## config.mk

```make
export PLATFORM = sky130hd
export DESIGN_NAME = game_fsm
export DESIGN_NICKNAME = d
export VERILOG_FILES = /design/src/rtl/game_fsm.sv
export SDC_FILE = /design/constraint.sdc
export NUM_CORES = 1
export LEC_CHECK = 0
export CAP_MARGIN = 20
export CORE_MARGIN = 3
export CORE_UTILIZATION = 50
export CTS_BUF_LIST = sky130_fd_sc_hd__clkbuf_8
export DETAILED_ROUTE_END_ITERATION = 7
export PLACE_DENSITY = 0.82
export REMOVE_ABC_BUFFERS = 1
export SYNTH_ARGS = -nofsm -noshare
export SYNTH_HDL_FRONTEND = slang
export SYNTH_SLANG_ARGS = --single-unit
```

## constraint.sdc

```tcl
create_clock -name i_clk -period 3 [get_ports i_clk]
set_input_delay 0.6 -clock i_clk [delete_from_list [all_inputs] [get_ports i_clk]]
set_output_delay 0.6 -clock i_clk [all_outputs]
set_load 0.05 [all_outputs]
```

## src/rtl/game_fsm.sv

```systemverilog
// Runner-game control FSM: IDLE/RUN/WIN/LOSE sequencing, frame-paced distance
// countdown, and pseudo-random coin/barrier lane spawning from an 8-bit LFSR.
// Every output is a register; inputs only reach outputs through a clock edge.
module game_fsm #(
  parameter logic [11:0] START_DIST   = 12'd999, // meters left at the start of a run
  parameter int unsigned DIST_DIV     = 8,       // frame ticks per meter (1..255)
  parameter int unsigned SPAWN_PERIOD = 90       // frame ticks between spawns (1..255)
) (
  input  logic        i_clk,
  input  logic        i_rst,
  input  logic        i_frame_tick,
  input  logic        i_start,
  input  logic        i_coin_hit,
  input  logic        i_barrier_hit,
  input  logic        i_zero_lives,
  output logic [7:0]  o_state,
  output logic [11:0] o_remaining_distance,
  output logic [1:0]  o_active_coin,
  output logic [1:0]  o_active_barrier,
  output logic        o_win,
  output logic        o_lose
);

  // State codes are visible on o_state, so the encoding is fixed, not left to synthesis.
  typedef enum logic [7:0] {
    ST_IDLE = 8'h00,
    ST_RUN  = 8'h01,
    ST_WIN  = 8'h02,
    ST_LOSE = 8'h03
  } state_e;

  localparam logic [7:0] LFSR_SEED  = 8'hA5;
  localparam logic [7:0] DIV_LAST   = 8'(DIST_DIV - 1);
  localparam logic [7:0] SPAWN_LAST = 8'(SPAWN_PERIOD - 1);
  localparam logic [1:0] LANE_NONE  = 2'b00;

  state_e      state_q, state_d;
  logic [11:0] dist_q, dist_d;
  logic [7:0]  frame_cnt_q, frame_cnt_d;
  logic [7:0]  spawn_cnt_q, spawn_cnt_d;
  logic [7:0]  lfsr_q, lfsr_d;
  logic [1:0]  coin_q, coin_d;
  logic [1:0]  barrier_q, barrier_d;
  logic        win_q, win_d;
  logic        lose_q, lose_d;

  // Qualified tick events shared by the counter and lane logic.
  logic        run_tick;
  logic        dist_step;
  logic        spawn_now;
  logic [1:0]  spawn_coin;
  logic [1:0]  spawn_barrier;

  // Tick qualifiers: counters only move while running.
  always_comb begin
    run_tick  = (state_q == ST_RUN) && i_frame_tick;
    dist_step = run_tick && (frame_cnt_q == DIV_LAST);
    spawn_now = run_tick && (spawn_cnt_q == SPAWN_LAST);
  end

  // Next-state logic; losing outranks winning when both are due in one cycle.
  always_comb begin
    // NOTE: every signal driven in a combinational block gets a default first,
    // so no branch can leave it unassigned and infer a latch.
    state_d = state_q;
    case (state_q)
      ST_IDLE: begin
        if (i_start) state_d = ST_RUN;
      end
      ST_RUN: begin
        if (i_zero_lives)         state_d = ST_LOSE;
        else if (dist_q == 12'd0) state_d = ST_WIN;
      end
      ST_WIN, ST_LOSE: begin
        if (i_start) state_d = ST_IDLE;
      end
      default: state_d = ST_IDLE;
    endcase
  end

  // Free-running LFSR (x^8+x^6+x^5+x^4+1), stepped by every frame tick in any state.
  always_comb begin
    lfsr_d = lfsr_q;
    if (i_frame_tick) begin
      lfsr_d = {lfsr_q[6:0], lfsr_q[7] ^ lfsr_q[5] ^ lfsr_q[4] ^ lfsr_q[3]};
    end
    // The polynomial is maximal-length, so all-zeros is unreachable from the
    // seed; reseeding here only guards against an upset flop.
    if (lfsr_d == 8'h00) lfsr_d = LFSR_SEED;
  end

  // Frame/spawn counters and the distance countdown.
  always_comb begin
    dist_d      = dist_q;
    frame_cnt_d = frame_cnt_q;
    spawn_cnt_d = spawn_cnt_q;
    case (state_q)
      ST_IDLE: begin
        // Parked at the start line so a run always begins from a clean phase.
        dist_d      = START_DIST;
        frame_cnt_d = 8'd0;
        spawn_cnt_d = 8'd0;
      end
      ST_RUN: begin
        if (run_tick) begin
          frame_cnt_d = dist_step ? 8'd0 : frame_cnt_q + 8'd1;
          spawn_cnt_d = spawn_now ? 8'd0 : spawn_cnt_q + 8'd1;
        end
        if (dist_step && (dist_q != 12'd0)) begin
          dist_d = dist_q - 12'd1;
        end
      end
      ST_WIN, ST_LOSE: begin
        // Counters and distance freeze on the end screen until restart.
        if (i_start) dist_d = START_DIST;
      end
      default: begin
        dist_d      = START_DIST;
        frame_cnt_d = 8'd0;
        spawn_cnt_d = 8'd0;
      end
    endcase
  end

  // Candidate lanes from the pre-advance LFSR; a barrier never shares the coin's lane.
  always_comb begin
    spawn_coin    = lfsr_q[1:0];
    spawn_barrier = lfsr_q[3:2];
    if ((lfsr_q[3:2] == lfsr_q[1:0]) && (lfsr_q[1:0] != LANE_NONE)) begin
      spawn_barrier = LANE_NONE;
    end
  end

  // Active lanes: a spawn beats a same-cycle hit; lanes are empty outside RUN.
  always_comb begin
    coin_d    = coin_q;
    barrier_d = barrier_q;
    if (state_q == ST_RUN) begin
      if (spawn_now) begin
        coin_d    = spawn_coin;
        barrier_d = spawn_barrier;
      end else begin
        if (i_coin_hit)    coin_d    = LANE_NONE;
        if (i_barrier_hit) barrier_d = LANE_NONE;
      end
    end
    if (state_d != ST_RUN) begin
      coin_d    = LANE_NONE;
      barrier_d = LANE_NONE;
    end
  end

  // Win/lose flags follow the next state so they are registered alongside it.
  always_comb begin
    win_d  = (state_d == ST_WIN);
    lose_d = (state_d == ST_LOSE);
  end

  // State and datapath registers with synchronous reset taking priority over all inputs.
  always_ff @(posedge i_clk) begin
    // NOTE: sequential state uses non-blocking assignments so every register
    // samples its pre-edge inputs and they all update together.
    if (i_rst) begin
      state_q     <= ST_IDLE;
      dist_q      <= START_DIST;
      frame_cnt_q <= 8'd0;
      spawn_cnt_q <= 8'd0;
      lfsr_q      <= LFSR_SEED;
      coin_q      <= LANE_NONE;
      barrier_q   <= LANE_NONE;
      win_q       <= 1'b0;
      lose_q      <= 1'b0;
    end else begin
      state_q     <= state_d;
      dist_q      <= dist_d;
      frame_cnt_q <= frame_cnt_d;
      spawn_cnt_q <= spawn_cnt_d;
      lfsr_q      <= lfsr_d;
      coin_q      <= coin_d;
      barrier_q   <= barrier_d;
      win_q       <= win_d;
      lose_q      <= lose_d;
    end
  end

  assign o_state              = state_q;
  assign o_remaining_distance = dist_q;
  assign o_active_coin        = coin_q;
  assign o_active_barrier     = barrier_q;
  assign o_win                = win_q;
  assign o_lose               = lose_q;

endmodule

```

==> results.yml, run 1 <==
run_status:
  outcome: "completed"
floorplan:
  start_util_pct: 54.3
  num_rows: 23
  die-area_sq_um: 5380
  core_sq_um: 4170
  fp.dieH_um: 73.3
  io_pins: 33
  fp.dieW_um: 73.3
cts:
  cts_resized: 0
  clockBufferDepth: 2
  numCtsBuffers: 5
  htree_num_levels: 2
  cts_tree: "done"
  cts_root_buf: "clkbuf_8"
  clkTransAtPathRegs_ns: 0.09
  clkLatencyLatePin_ns: 0.29
  cts_setup_buffers: 0
  cts_sinks: 50
  hold_buffers: 0
min_path:
  min_from: "spawn_cnt_q[7]"
  min_path_type: "flop to flop"
timing:
  final-hold-violation-count: 0
  tns_ns: 0
  period_needed_ns: 2.47
  holdWs_ns: 0.453
  clock_skew_ns: 0.00957
  tightest_slew_ns: 0.637
  maxSlewViolCount: 0
  slew_headroom_pct: 57.5
  rsz0062_at_grt: "false"
  period_share_pct: 82.5
  fmax_mhz: 404
  setup_viol_count_final: 0
logic_synthesis:
  ys_seq_area_share_pct: 44.2
  synthMuxAreaShare_pct: 2.65
  synth-seq-cells: 50
  synth.avg_cell_area_sq_um: 8.78
  synth_compound_area_share_pct: 15.2
  async_flop_share_pct: 0
  synth_cells: 258
  synth_top_family_by_area: "simple AND/OR/NAND/NOR gates"
  synth_ff_type: "dfxtp_1"
  syn_area_sq_um: 2270
  synth_cell_types: 42
  synth-edff-count: 0
  synth-simple-area-share_pct: 28.4
  synth_fa_ha_area_share_pct: 2.21
  synthXorXnorAreaFrac_pct: 5.02
  yosys_warnings: 0
placed_design:
  portBuffers: 32
  hpwl_um: 3700
  gp_congestion: 0.935
  place_area_sq_um: 2670
worst_setup_path:
  r2r_start: "o_state[5]"
  critPathMaxFanout: 12
  slowest_stage: "or4_4"
  crit_type: "flop to flop"
  critPathRequiredTime_ns: 3.23
  end_kind: "flop"
  slowest_delay_ns: 0.57
  critPathLaunch: "o_state[5]"
  worst_path_most_repeated_cell: "or4_4"
  crit_arrival_ns: 2.70
  crit_path_start_kind: "flop"
  crit_chain: "or4_4, or4_4, a21o_1, nand2b_4, or3b_1, a21oi_1"
global_routing:
  grt_pass1_vias: 1828
  antenna_found_initial: 0
  grt_start_max_net_pins: 15
  grt_usage_pct: 19.5
  grt_pass1_wl_um: 8390
  overflow: 0
routing:
  routed_wl_um: 4990
  routedWlPerCell_um: 14.3
  first_pass_iters: 4
  drt-initial-drc-count: 174
  via_count: 2013
  via_per_inst: 5.75
  drc: 0
  ant_nets: 0
power:
  ir_drop_uv: 344
  seqPwrFrac_pct: 57.1
  p_clk_share_pct: 36.2
  swShare_pct: 22.1
  pwr-share-comb_pct: 6.7
  p_total_uw: 1210
  internal_power_uw: 946
  leakage_uw: 0.000980
  power_density_nw_per_um2: 437
  p_sw_uw: 268
cells_and_area:
  area_growth_pct: 22.7
  fill_cells: 315
  fin_nets: 310
  drive_above_1_share_pct: 5.67
  final_area_sq_um: 2780
  final_util_pct: 66.7
  diodes: 0
job:
  drv_cap: 0
layout by cell type, fill, tap and decap left out, drive strengths merged, types with 2 or more instances in the layout:
cell / instances
inv: 6
mux2i: 6
ha: 4
xnor2: 6
a21oi: 17
clkdlybuf4s50: 32
a41oi: 3
or3b: 3
nand2: 31
nand4: 4
o21ai: 8
dfxtp: 50
nand4b: 2
conb: 6
and3: 6
xor2: 7
nor3: 5
clkbuf: 8
nor4: 7
a211o: 5
or3: 5
nor2: 21
nor2b: 5
nand2b: 8
nand3: 16
buf: 4
o31ai: 3
or4: 3
a311oi: 7
a21o: 2
per-layer routing:
layer	vias up	wire length (um)	global-route usage, %	part of all wire [%]
met5	-	0	0	0
met4	0	23	5.63	0.46
met3	2	195	4.24	3.9
met2	43	2380	31.6	48
met1	955	2390	26.2	48
li1	1013	-	-	-
cells by family after synthesis:
| kind of cell | count (synthesis) |
|---|---|
| XOR/XNOR | 13 |
| AND/OR/NAND/NOR | 120 |
| AO/OA/AOI/OAI | 51 |
| other | 1 |
| buffers and inverters | 13 |
| multiplexers | 6 |
| adder cells (fa/ha/maj) | 4 |
| flip-flops | 50 |
synth_stat cells, types with 2 or more instances:
cell type,count,area share (%)
nor2b_1,5,1.4
xnor2_1,6,2.3
nor4_1,6,1.7
dfxtp_1,50,44
clkbuf_1,6,0.99
o31ai_1,3,0.99
nor2_1,21,3.5
mux2i_1,6,2.7
a41oi_1,3,1.2
nand4_1,4,1.1
xor2_1,7,2.7
inv_1,6,0.99
nor3_1,5,1.1
or3_1,5,1.4
nand3_1,16,3.5
or3b_1,3,1.2
nand2_1,31,5.1
a21oi_1,17,3.8
nand4b_1,2,0.77
ha_1,4,2.2
a311oi_1,7,2.7
nand2b_1,7,1.9
a211o_1,5,1.9
o21ai_0,8,1.8
a21o_1,2,0.66
or4_4,2,0.99
and3_1,6,1.7
worst max-delay path, delay by kind of cell, from the launching register on:
| family | cells | cell delay (ns) |
|---|---|---|
| and+or+nand+nor | 4 | 1.65 |
| AOI/OAI and AO/OA | 2 | 0.44 |
| DFF | 1 | 0.32 |
sequential cells by signal, summed over array words and instances (netlist names):
| signal | cells |
|---|---|
| o_remaining_distance | 12 |
| o_state | 8 |
| o_win | 1 |
| o_active_coin | 2 |
| lfsr_q | 8 |
| o_active_barrier | 2 |
| o_lose | 1 |
| frame_cnt_q | 8 |
| spawn_cnt_q | 8 |
cell type report:
class | count | area, sq um | share of cell area (%)
clock buffers | 8 | 110 | 3.96
inverters | 6 | 22.5 | 0.810
flip-flops and latches | 50 | 1000 | 36.0
well taps | 50 | 62.6 | 2.25
multi-input cells | 200 | 1230 | 44.4
repair buffers | 36 | 350 | 12.6
per-stage QoR:
| step | cells | setup WS, ns |
|---|---|---|
| after floorplan | 256 | 0.459 |
| after global placement | 342 | 0.581 |
| after detailed placement | 342 | 0.514 |
| after CTS | 350 | 0.540 |
| after global routing | 350 | 0.407 |
| final | 350 | 0.526 |
final timing paths:
kind	end	slack, ns	depth (start not counted)
worst max-delay path	frame_cnt_q[5]	0.53	6
worst max register to register	frame_cnt_q[5]	0.53	6
worst min register to register	spawn_cnt_q[7]	0.45	1
worst min-delay path	spawn_cnt_q[7]	0.45	1
power by group through the flow:
stage               Sequential (uW)  Combinational, uW  Clock [uW]
global route                    696               89.6         470
global placement                708               79.5           0
detailed placement              709               80.4           0
CTS                             693               80.9         447
floorplan                       720               34.5           0
finish                          693               81.4         439
Power figures use the tool's default switching activity.
==> run 2, diff against run 1 <==
==> constraint.sdc (replaced) <==
create_clock -name i_clk -period 2.3 [get_ports i_clk]
set_input_delay 0.46 -clock i_clk [delete_from_list [all_inputs] [get_ports i_clk]]
set_output_delay 0.46 -clock i_clk [all_outputs]
set_load 0.05 [all_outputs]
==> results.yml, run 2 (synthesis gave the netlist of run 1 again) <==
run_status:
  outcome: "completed"
cells_and_area:
  instances_no_fill: 363
  final_area_sq_um: 2910
  final_common_cell: "dfxtp_1"
  final_cell_mix: "49 x dfxtp_1, 32 x clkdlybuf4s50_1, 30 x nand2_1, 20 x nor2_1, 18 x buf_4"
  area_growth_pct: 28.6
  largest_reg_flops: 12
  diodes: 0
  drive_above_1_share_pct: 11.8
  final_util_pct: 69.8
  fin_nets: 324
worst_setup_path:
  slowest_stage: "or4_4"
  crit_path_start_kind: "flop"
  critPathRequiredTime_ns: 2.54
  r2r_end: "frame_cnt_q[4]"
  slowest_delay_ns: 0.54
  r2r_slack_ns: 0.08
  cp.depth: 6
  crit_buf_inv: 0
  end_kind: "flop"
  critPathMaxFanout: 3
  r2r_cells: 6
  crit_path_end: "frame_cnt_q[4]"
  crit_chain: "or4_4, or4_4, a21o_1, nand2b_4, or3b_1, a21oi_1"
  crit_arrival_ns: 2.46
  critPathLaunch: "o_state[5]"
  r2r_start: "o_state[5]"
  crit_type: "flop to flop"
  worst_path_most_repeated_cell: "or4_4"
  cp_top_family: "simple AND/OR/NAND/NOR gates"
floorplan:
  start_util_pct: 54.3
  core_sq_um: 4170
  io_pins: 33
  fp.dieH_um: 73.3
  fp.dieW_um: 73.3
  die-area_sq_um: 5380
  num_rows: 23
power:
  ir_drop_uv: 369
  power_density_nw_per_um2: 561
  p_total_uw: 1640
  leakage_uw: 0.00105
global_routing:
  grt_pass1_wl_um: 8730
  grt_pass1_vias: 1913
  grt_start_max_net_pins: 15
  grt_usage_pct: 20.6
  overflow: 0
  antenna_found_initial: 0
timing:
  setup_viol_count_final: 0
  holdWs_ns: 0.460
  final-hold-violation-count: 0
  rsz0062_at_grt: "true"
  period_needed_ns: 2.22
  maxSlewViolCount: 0
  fmax_mhz: 450
  slew_headroom_pct: 64.9
  period_share_pct: 96.6
  tightest_slew_ns: 0.525
  clock_skew_ns: 0.00722
cts:
  clkLatencyLatePin_ns: 0.30
  cts_setup_buffers: 0
  htree_num_levels: 2
  hold_buffers: 0
  clkTransAtPathRegs_ns: 0.09
  numCtsBuffers: 5
  clockBufferDepth: 2
  cts_root_buf: "clkbuf_8"
  cts_tree: "done"
  cts_sinks: 50
routing:
  drt-initial-drc-count: 221
  via_count: 2074
  drc: 0
  via_per_inst: 5.71
  first_pass_iters: 4
  routed_wl_um: 5230
  routedWlPerCell_um: 14.4
  ant_nets: 0
placed_design:
  hpwl_um: 3820
  dp_cells: 356
  gp_congestion: 0.819
  place_area_sq_um: 2780
  portBuffers: 32
min_path:
  min_path_type: "flop to flop"
job:
  drv_cap: 0
## run 2: routing by layer
| metal | global-route usage, % | vias to the layer above | wire length [um] |
|---|---|---|---|
| met5 | 0 | - | 0 |
| met4 | 5.63 | 0 | 87 |
| met3 | 5.34 | 10 | 313 |
| met2 | 33.3 | 59 | 2490 |
| met1 | 27.3 | 973 | 2340 |
| li1 | - | 1032 | - |
## run 2: area by class of cell
type	instances	area, sq um
well taps	50	62.6
multi-input cells	200	1260
repair buffers	50	455
flip-flops and latches	50	1000
inverters	6	22.5
clock buffers	6	82.6
clock inverters	1	30.0
fillers	308	1260
## run 2: repair_timing
action                                 4_1_cts  5_1_grt
endpoints found under the hold margin        0        0
resized for setup                            0        8
setup endpoints to repair                    0       13
## run 2: worst min path at each step
stage	slack, ns	cells after the start	endpoint	start
floorplan	0.42	1	spawn_cnt_q[7]	spawn_cnt_q[7]
global placement	0.43	1	spawn_cnt_q[7]	spawn_cnt_q[7]
detailed placement	0.45	1	spawn_cnt_q[7]	spawn_cnt_q[7]
CTS	0.46	1	spawn_cnt_q[7]	spawn_cnt_q[7]
global route	0.49	1	spawn_cnt_q[7]	spawn_cnt_q[7]
finish	0.46	1	spawn_cnt_q[7]	spawn_cnt_q[7]
## run 2: metrics by stage
stage          worst slack (ns)  setup TNS, ns
2_1_floorplan            -0.241         -0.976
3_3_place_gp             0.0826              0
3_5_place_dp             0.0242              0
4_1_cts                 0.00199              0
5_1_grt                 -0.0352        -0.0370
6_report                 0.0779              0
## run 2: report_power, final
group / switching (uW) / total [uW] / internal, uW
clock network: 273 / 621 / 348
logic: 59.2 / 110 / 50.9
registers: 21.7 / 904 / 883
total: 354 / 1640 / 1280
==> run 3, diff against run 2 <==
--- a/config.mk
+++ b/config.mk
@@ -5,12 +5,13 @@
 export SDC_FILE = /design/constraint.sdc
 export NUM_CORES = 1
 export LEC_CHECK = 0
+export ABC_AREA = 1
 export CAP_MARGIN = 20
 export CORE_MARGIN = 3
 export CORE_UTILIZATION = 50
 export CTS_BUF_LIST = sky130_fd_sc_hd__clkbuf_8
 export DETAILED_ROUTE_END_ITERATION = 7
-export PLACE_DENSITY = 0.82
+export PLACE_DENSITY = 0.81
 export REMOVE_ABC_BUFFERS = 1
 export SYNTH_ARGS = -nofsm -noshare
 export SYNTH_HDL_FRONTEND = slang
==> results.yml, run 3 <==
floorplan:
  start_util_pct: 53.9
  io_pins: 33
  die-area_sq_um: 6200
  num_rows: 25
  fp.dieH_um: 78.8
  fp.dieW_um: 78.8
  core_sq_um: 4910
cells_and_area:
  drive_above_1_share_pct: 13.9
  largest_reg_flops: 12
  area_growth_pct: 19.4
  final_area_sq_um: 3160
  final_common_cell: "nand2_1"
  fin_nets: 419
  diodes: 0
  final_cell_mix: "90 x nand2_1, 50 x dfxtp_1, 46 x inv_1, 46 x nor2_1, 32 x clkdlybuf4s50_1"
  instances_no_fill: 476
logic_synthesis:
  synthMuxAreaShare_pct: 0
  synth.most_common_cell: "nand2_1"
  synth_compound_area_share_pct: 10.4
  synthXorXnorAreaFrac_pct: 3.97
  syn_area_sq_um: 2650
  synth_cell_types: 40
  synth.avg_cell_area_sq_um: 7.25
  synth-edff-count: 0
  synth-seq-cells: 50
  synth-simple-area-share_pct: 36.4
  synth_top_area_share_pct: 37.8
  ys_seq_area_share_pct: 37.8
  yosys_warnings: 0
  synth_fa_ha_area_share_pct: 1.89
  async_flop_share_pct: 0
  synth_ff_type: "dfxtp_1"
  yosys.area.top_type: "dfxtp_1"
  synth_area_leaders: "dfxtp_1 38%, nand2_1 13%, nor2_1 6.5%"
  synth_cells: 365
  synth_top_family_by_area: "simple AND/OR/NAND/NOR gates"
  netlist_top_cells_count: "90 x nand2_1, 50 x dfxtp_1, 46 x nor2_1"
timing:
  fmax_mhz: 484
  clock_skew_ns: 0.00880
  holdWs_ns: 0.447
  slew_headroom_pct: 66.3
  period_needed_ns: 2.06
  setup_viol_count_final: 0
  maxSlewViolCount: 0
  worst_slack_ns: 0.235
  tightest_slew_ns: 0.505
  tns_ns: 0
  period_share_pct: 89.8
  final-hold-violation-count: 0
  rsz0062_at_grt: "false"
routing:
  first_pass_iters: 5
  via_per_inst: 5.08
  drt-initial-drc-count: 231
  ant_nets: 0
  drc: 0
  routedWlPerCell_um: 11.7
  via_count: 2418
  routed_wl_um: 5590
placed_design:
  gp_congestion: 0.855
  hpwl_um: 4260
  post-place-ws_ns: 0.0169
  portBuffers: 32
  dp_cells: 468
  place_area_sq_um: 3050
cts:
  clockBufferDepth: 2
  numCtsBuffers: 5
  htree_num_levels: 2
  clkTransAtPathRegs_ns: 0.09
  hold_buffers: 0
  cts_root_buf: "clkbuf_8"
  cts_setup_buffers: 0
  cts_resized: 0
  cts_sinks: 50
  clkLatencyLatePin_ns: 0.31
  cts_tree: "done"
worst_setup_path:
  end_kind: "primary output"
  crit_type: "flop to primary output"
  cp_top_family: "buffers and inverters"
  critPathMaxFanout: 5
  slowest_delay_ns: 0.85
  crit_arrival_ns: 1.60
  crit_buf_inv: 1
  slowest_stage: "clkdlybuf4s50_1"
  crit_path_start_kind: "flop"
  crit_chain: "clkdlybuf4s50_1"
  critPathRequiredTime_ns: 1.84
global_routing:
  grt_pass1_vias: 2314
  grt_usage_pct: 19.3
  grt_start_max_net_pins: 18
  antenna_found_initial: 0
  grt_pass1_wl_um: 9760
  overflow: 0
power:
  power_density_nw_per_um2: 512
  leakage_uw: 0.00133
  ir_drop_uv: 307
job:
  drv_cap: 0
min_path:
  min_path_type: "flop to flop"
run_status:
  outcome: "completed"
==> run 3: changes by cell type after synthesis, moves of 8 or more <==
cell / delta
inv_1: +38
nand2_1: +59
nand2_2: +8
nor2_1: +25
o21ai_0: +8
==> run 3: cell type report <==
type                    count  area, sq um
fillers                   444         1750
multi-input cells         262         1420
repair buffers             36          350
inverters                  53          201
flip-flops and latches     50         1000
well taps                  67         83.8
clock buffers               5         68.8
clock inverters             3         37.5
==> run 3: kinds of logic after synthesis <==
kind of cell,after synthesis
AO/OA/AOI/OAI,42
XOR/XNOR,12
adder cells (fa/ha/maj),4
buffers and inverters,58
flip-flops,50
other,1
AND/OR/NAND/NOR,198
==> run 3: layer usage <==
metal	global-route usage (%)	vias to the layer above	share of wire [%]
met5	0	-	0
li1	-	1227	-
met3	3.97	11	4.5
met1	22.7	1116	45
met2	34.2	64	49
met4	7.52	0	1.6
==> run 3: path summary, 6_finish.rpt <==
path / start / end / slack [ns] / cells past startpoint
max: o_remaining_distance[10] / o_remaining_distance[10] / 0.24 / 1
min: spawn_cnt_q[4] / spawn_cnt_q[4] / 0.45 / 2
max reg2reg: frame_cnt_q[0] / o_remaining_distance[2] / 0.50 / 10
min reg2reg: spawn_cnt_q[4] / spawn_cnt_q[4] / 0.45 / 2
==> run 3: stage by stage <==
step,utilization [%],total power (uW)
after floorplan,-,986
after global placement,62.2,1030
after detailed placement,62.2,1040
after CTS,64.4,1630
after global routing,64.4,1680
final,64.4,1620
==> run 3: power by group <==
part	switching (uW)	internal [uW]	total, uW
logic	76.2	43.7	120
clock network	285	317	602
registers	13.3	882	896
